### config.mk
export PLATFORM = sky130hd
export DESIGN_NAME = coffee_brew_seq
export DESIGN_NICKNAME = d
export VERILOG_FILES = /design/src/rtl/coffee_brew_seq_pkg.sv /design/src/rtl/coffee_brew_seq_phase_timer.sv /design/src/rtl/coffee_brew_seq.sv
export SDC_FILE = /design/constraint.sdc
export NUM_CORES = 1
export LEC_CHECK = 0
export ABC_AREA = 1
export CAP_MARGIN = 15
export CORE_UTILIZATION = 59
export DETAILED_ROUTE_END_ITERATION = 6
export GPL_TIMING_DRIVEN = 0
export PLACE_DENSITY = 0.81
export SYNTH_ARGS = -nofsm -noshare
export SYNTH_HDL_FRONTEND = slang
export SYNTH_HIERARCHICAL = 1
export SYNTH_SLANG_ARGS = --single-unit
### constraint.sdc
create_clock -name clk -period 3 [get_ports clk]
set_input_delay 0.45 -clock clk [delete_from_list [all_inputs] [get_ports clk]]
set_output_delay 0.45 -clock clk [all_outputs]
set_load 0.02 [all_outputs]
### src/rtl/coffee_brew_seq_pkg.sv
// Shared types and default phase lengths for the brewing sequencer.
// Also holds the helper that checks whether a phase length fits the counter.
package coffee_pkg;

    typedef enum logic [1:0] {
        DRINK_NONE = 2'b00,
        DRINK_ESPR = 2'b01,
        DRINK_LONG = 2'b10,
        DRINK_CAPP = 2'b11
    } drink_t;

    typedef enum logic [2:0] {
        IDLE      = 3'd0,
        GRIND     = 3'd1,
        HEAT_WAIT = 3'd2,
        POUR      = 3'd3,
        MILK      = 3'd4,
        DONE      = 3'd5,
        FAULT     = 3'd6
    } state_t;

    localparam int DEF_CNT_W        = 8;
    localparam int DEF_GRIND_CYC    = 8;
    localparam int DEF_HEAT_TIMEOUT = 32;
    localparam int DEF_POUR_SHORT   = 10;
    localparam int DEF_POUR_LONG    = 20;
    localparam int DEF_MILK_CYC     = 12;

    // A phase of len cycles loads len-1, which must be representable in w bits.
    function automatic bit fitsWidth(input int len, input int w);
        return (len >= 1) && ((len - 1) < (1 << w));
    endfunction

endpackage

### src/rtl/coffee_brew_seq_phase_timer.sv
// Loadable down-counter used to time every brewing phase.
// The count saturates at zero; zero_o flags the final cycle of a phase.
module phase_timer #(
    parameter int CNT_W = 8
) (
    input  logic             clk,
    input  logic             rst,
    input  logic             load_i,
    input  logic [CNT_W-1:0] load_val_i,
    input  logic             dec_i,
    output logic             zero_o
);

    logic [CNT_W-1:0] cnt_q;
    logic [CNT_W-1:0] cnt_d;

    always_comb begin
        cnt_d = cnt_q;
        if (load_i) begin
            cnt_d = load_val_i;
        end else if (dec_i && (cnt_q != '0)) begin
            cnt_d = cnt_q - CNT_W'(1);
        end
    end

    always_ff @(posedge clk or posedge rst) begin
        if (rst) begin
            cnt_q <= '0;
        end else begin
            cnt_q <= cnt_d;
        end
    end

    assign zero_o = (cnt_q == '0);

endmodule

### src/rtl/coffee_brew_seq.sv
// Brew sequencer: walks grinder, heater wait, pump and frother phases for one drink.
// Sole owner of the actuator enables; all outputs are decoded from the state register.
module coffee_brew_seq
    import coffee_pkg::*;
#(
    parameter int CNT_W        = DEF_CNT_W,
    parameter int GRIND_CYC    = DEF_GRIND_CYC,
    parameter int HEAT_TIMEOUT = DEF_HEAT_TIMEOUT,
    parameter int POUR_SHORT   = DEF_POUR_SHORT,
    parameter int POUR_LONG    = DEF_POUR_LONG,
    parameter int MILK_CYC     = DEF_MILK_CYC
) (
    input  logic       clk,
    input  logic       rst,
    input  logic       start_i,
    input  logic [1:0] drink_i,
    input  logic       water_hot_i,
    input  logic       abort_i,
    input  logic       clr_fault_i,
    output logic       grinder_en_o,
    output logic       pump_en_o,
    output logic       milk_en_o,
    output logic       busy_o,
    output logic       done_o,
    output logic       fault_o
);

    if (!fitsWidth(GRIND_CYC, CNT_W) || !fitsWidth(HEAT_TIMEOUT, CNT_W) ||
        !fitsWidth(POUR_SHORT, CNT_W) || !fitsWidth(POUR_LONG, CNT_W) ||
        !fitsWidth(MILK_CYC, CNT_W)) begin : gBadPhaseLength
        $error("coffee_brew_seq: a phase length is < 1 or does not fit in CNT_W bits");
    end

    localparam logic [CNT_W-1:0] GRIND_LD      = CNT_W'(GRIND_CYC - 1);
    localparam logic [CNT_W-1:0] HEAT_LD       = CNT_W'(HEAT_TIMEOUT - 1);
    localparam logic [CNT_W-1:0] POUR_SHORT_LD = CNT_W'(POUR_SHORT - 1);
    localparam logic [CNT_W-1:0] POUR_LONG_LD  = CNT_W'(POUR_LONG - 1);
    localparam logic [CNT_W-1:0] MILK_LD       = CNT_W'(MILK_CYC - 1);

    state_t state_q, state_d;
    drink_t drink_q, drink_d;

    logic             tmrLoad;
    logic [CNT_W-1:0] tmrLoadVal;
    logic             tmrDec;
    logic             tmrZero;

    phase_timer #(
        .CNT_W(CNT_W)
    ) u_phase_timer (
        .clk       (clk),
        .rst       (rst),
        .load_i    (tmrLoad),
        .load_val_i(tmrLoadVal),
        .dec_i     (tmrDec),
        .zero_o    (tmrZero)
    );

    // Abort wins over every other transition in the active brewing phases.
    always_comb begin
        state_d    = state_q;
        drink_d    = drink_q;
        tmrLoad    = 1'b0;
        tmrLoadVal = '0;
        tmrDec     = 1'b0;

        unique case (state_q)
            IDLE: begin
                if (start_i && (drink_i != DRINK_NONE)) begin
                    drink_d    = drink_t'(drink_i);
                    tmrLoad    = 1'b1;
                    tmrLoadVal = GRIND_LD;
                    state_d    = GRIND;
                end
            end
            GRIND: begin
                if (abort_i) begin
                    drink_d = DRINK_NONE;
                    state_d = IDLE;
                end else if (tmrZero) begin
                    tmrLoad    = 1'b1;
                    tmrLoadVal = HEAT_LD;
                    state_d    = HEAT_WAIT;
                end else begin
                    tmrDec = 1'b1;
                end
            end
            HEAT_WAIT: begin
                if (abort_i) begin
                    drink_d = DRINK_NONE;
                    state_d = IDLE;
                end else if (water_hot_i) begin
                    tmrLoad    = 1'b1;
                    tmrLoadVal = (drink_q == DRINK_LONG) ? POUR_LONG_LD : POUR_SHORT_LD;
                    state_d    = POUR;
                end else if (tmrZero) begin
                    state_d = FAULT;
                end else begin
                    tmrDec = 1'b1;
                end
            end
            POUR: begin
                if (abort_i) begin
                    drink_d = DRINK_NONE;
                    state_d = IDLE;
                end else if (tmrZero) begin
                    if (drink_q == DRINK_CAPP) begin
                        tmrLoad    = 1'b1;
                        tmrLoadVal = MILK_LD;
                        state_d    = MILK;
                    end else begin
                        state_d = DONE;
                    end
                end else begin
                    tmrDec = 1'b1;
                end
            end
            MILK: begin
                if (abort_i) begin
                    drink_d = DRINK_NONE;
                    state_d = IDLE;
                end else if (tmrZero) begin
                    state_d = DONE;
                end else begin
                    tmrDec = 1'b1;
                end
            end
            DONE: begin
                drink_d = DRINK_NONE;
                state_d = IDLE;
            end
            FAULT: begin
                if (clr_fault_i) begin
                    state_d = IDLE;
                end
            end
            default: begin
                drink_d = DRINK_NONE;
                state_d = IDLE;
            end
        endcase
    end

    always_ff @(posedge clk or posedge rst) begin
        if (rst) begin
            state_q <= IDLE;
            drink_q <= DRINK_NONE;
        end else begin
            state_q <= state_d;
            drink_q <= drink_d;
        end
    end

    assign grinder_en_o = (state_q == GRIND);
    assign pump_en_o    = (state_q == POUR);
    assign milk_en_o    = (state_q == MILK);
    assign busy_o       = (state_q != IDLE);
    assign done_o       = (state_q == DONE);
    assign fault_o      = (state_q == FAULT);

endmodule

==> summary.txt <==
Setup path
  – Req. time, crit path: 3170 ps
  – CP Capture Type: flip-flop
  – Setup crit start kind: flip-flop
  – WP buf/inv: 2
  – Critical path fanouts, max: 10
  – CP arrival: 2640 ps
  – CP startpoint: u_phase_timer/cnt_q[0]$_DFFE_PP0P_
  – Worst path max stage delay: 390 ps
  – FF-to-FF Start: u_phase_timer/cnt_q[0]$_DFFE_PP0P_
  – WS Path Type: reg -> reg
  – CP max stage cell: dfrtp_1
  – Top Family by Delay on Critical Path: simple AND/OR/NAND/NOR gates
  – Critical-path cell list: inv_2, ha_1, nand2_1, nor2_1, nand3_1, or2_4, nand3_1, clkbuf_1, o21ai_0, nand2_1, o21ai_2

STA
  – RSZ-0062 raised after global routing: no
  – Final Hold Viols: 0
  – Maximum clock rate: 0.4043 GHz
  – Final min period: 2473 ps
  – Setup_tns: 0 ps
  – Fin. max-slew vios: 0
  – Fin Clk Skew: 2.185 ps
  – Final setup fails: 0
  – Tcrit/Tclk final: 82.45%

GRT
  – Vias in the first global route: 1083
  – Largest net degree at the start of global routing: 11
  – First-pass GRT wire length: 4271 µm
  – Initial antenna violation count: 0
  – Total gr overflow: 0
  – Gr usage total: 27.86%

Yosys
  – #FFs+latches synth: 13
  – Async set or reset register ratio after synthesis: 100.0%
  – Post-Syn Area: 1164 µm²
  – Synth Area in Adders: 2.151%
  – Ys flop type: dfrtp_1
  – Synth Instances: 185
  – Synth unique cells: 26
  – Yosys warning total: 6
  – Avg Cell Area, Syn: 6.290 µm²
  – Number of enable flip-flop cells after synthesis: 0
  – Simple logic cell fraction of the synthesized area: 48.06%
  – Register area share after synthesis: 27.96%
  – Xor/xnor share of the synthesized area: 0%
  – Compound-Gate Fraction of Synth Area: 11.18%
  – Mux share of post-synthesis cell area: 0%
  – Largest family of logic cells by synthesized area: simple AND/OR/NAND/NOR gates

Floorplanning
  – Chip Height: 46.41 µm
  – Die area: 2154 µm²
  – Row count: 15
  – Starting Density: 65.26%
  – Core area: 1783 µm²
  – # IOs: 14
  – Die width: 46.41 µm

Clock network
  – H-tree level count: 1
  – Post-CTS Setup Inserts: 0
  – Clk root buf: clkbuf_4
  – Number of gates resized after cts: 0
  – CTS tree: yes
  – Hold-fix buffers, CTS: 0
  – Longest Clk Path Bufs: 2
  – TritonCTS Buffers: 3
  – # clock sinks: 13
  – Clk slew on worst S/H paths: 80 ps
  – Clk_lat worst skew: 270 ps

Cells and area
  – Layout Cells excl Fill: 229
  – Fillers: 147
  – Most frequent cells in the layout: nand2_1 (57), nand3_1 (25), nor2_1 (22), inv_1 (20)
  – Antenna cell count: 0
  – Most common cell after layout, fill and taps aside: nand2_1
  – Share of layout cells above drive strength 1: 15.20%
  – Synth-to-layout area growth: 16.77%
  – Nets: 215

Routing
  – DR iter-0 viols: 31
  – DR WL/cell: 11.03 µm
  – Vias/cell: 5.197
  – Total Wirelength: 2527 µm
  – Routed Antenna Nets: 0
  – DR pass1 iterations: 4
  – DR vias: 1190
  – Residual DRC: 0

Pwr
  – Pwr dens: 1054 nW/µm²
  – Worst vdd ir: 0.5641 mV
  – Lkg Pwr: 0.6882 nW

Run status
  – Run status: completed

Placed design
  – Port Buffers: 13
  – DP Cell Count: 225
  – Final GP Congestion: 0.8903
  – HPWL Detailed: 2021 µm

Min path
  – Worst min-delay path class: in -> async

Flow run
  – Max-cap viol count: 0
## where the power goes
part	internal, mW	leakage (nW)	switching, mW
clock network	0.0515	0.0150	0.0560
registers	0.257	0.165	0.0902
logic	0.362	0.508	0.616
total	0.671	0.688	0.762
## metrics by stage
stage / power [mW] / util [%] / hold WS [ps] / instance area (µm²) / worst slack [ps]
final: 1.433 / 76.21 / 409.2 / 1359 / 526.6
after global routing: 1.573 / 76.21 / 413.7 / 1359 / 348.3
after CTS: 1.431 / 76.21 / 407.5 / 1359 / 564.8
after detailed placement: 1.315 / 74.74 / 511.3 / 1333 / 572.4
after global placement: 1.282 / 74.74 / 509.4 / 1333 / 642.0
after floorplan: 1.090 / - / 228.5 / 1171 / 954.2
## routing by layer
layer	wire length, µm	part of all wire [%]	global-route usage, %	vias to the layer above
li1	-	-	-	623
met3	107	4.2	4.314	8
met5	0	0	0	-
met2	1263	50	51.11	37
met4	61	2.4	14.71	0
met1	1094	43	29.86	522
## final timing paths
check / slack, ps / to / depth (start not counted)
min in group clk: 530 / drink_q[1]$_DFFE_PP0P_ / 2
setup / recovery: 530 / u_phase_timer/cnt_q[1]$_DFFE_PP0P_ / 11
hold reg to reg: 530 / drink_q[1]$_DFFE_PP0P_ / 2
max in group asynchronous: 2280 / u_phase_timer/cnt_q[6]$_DFFE_PP0P_ / 2
setup reg to reg: 530 / u_phase_timer/cnt_q[1]$_DFFE_PP0P_ / 11
hold / removal: 410 / drink_q[1]$_DFFE_PP0P_ / 2
## flip-flops by register name, indices dropped and copies added (netlist names)
signal and flops:
u_phase_timer/cnt_q 8, state_q 3, drink_q 2
## Yosys cell counts (3+ instances only)
| cell type | count | area share (%) |
|---|---|---|
| dfrtp_1 | 13 | 28 |
| o21ai_0 | 6 | 2.6 |
| inv_2 | 6 | 1.9 |
| nand3_1 | 25 | 11 |
| nor2_4 | 3 | 2.9 |
| o21ai_2 | 7 | 5.3 |
| nand2_1 | 57 | 18 |
| inv_1 | 20 | 6.5 |
| nand2_2 | 3 | 1.6 |
| nor2_1 | 22 | 7.1 |
## area by class of cell
cell class	instances	area, µm²	area share (%)
Multi-Input combinational cell	145	725.7	53.41
Inverter	26	97.59	7.182
Tap cell	25	31.28	2.302
Buffer	3	22.52	1.657
Sequential cell	13	325.3	23.94
Timing Repair Buffer	13	130.1	9.576
Clock buffer	4	26.28	1.934
## cell families (layout without fill, tap and decap cells)
family	count (synthesis)	count (layout)
and+or+nand+nor	122	122
adders and majority gates	2	2
AOI/OAI and AO/OA	18	18
DFF	13	13
other	1	3
buffers and inverters	29	46
Note: power is estimated with default switching activity, not from simulation.
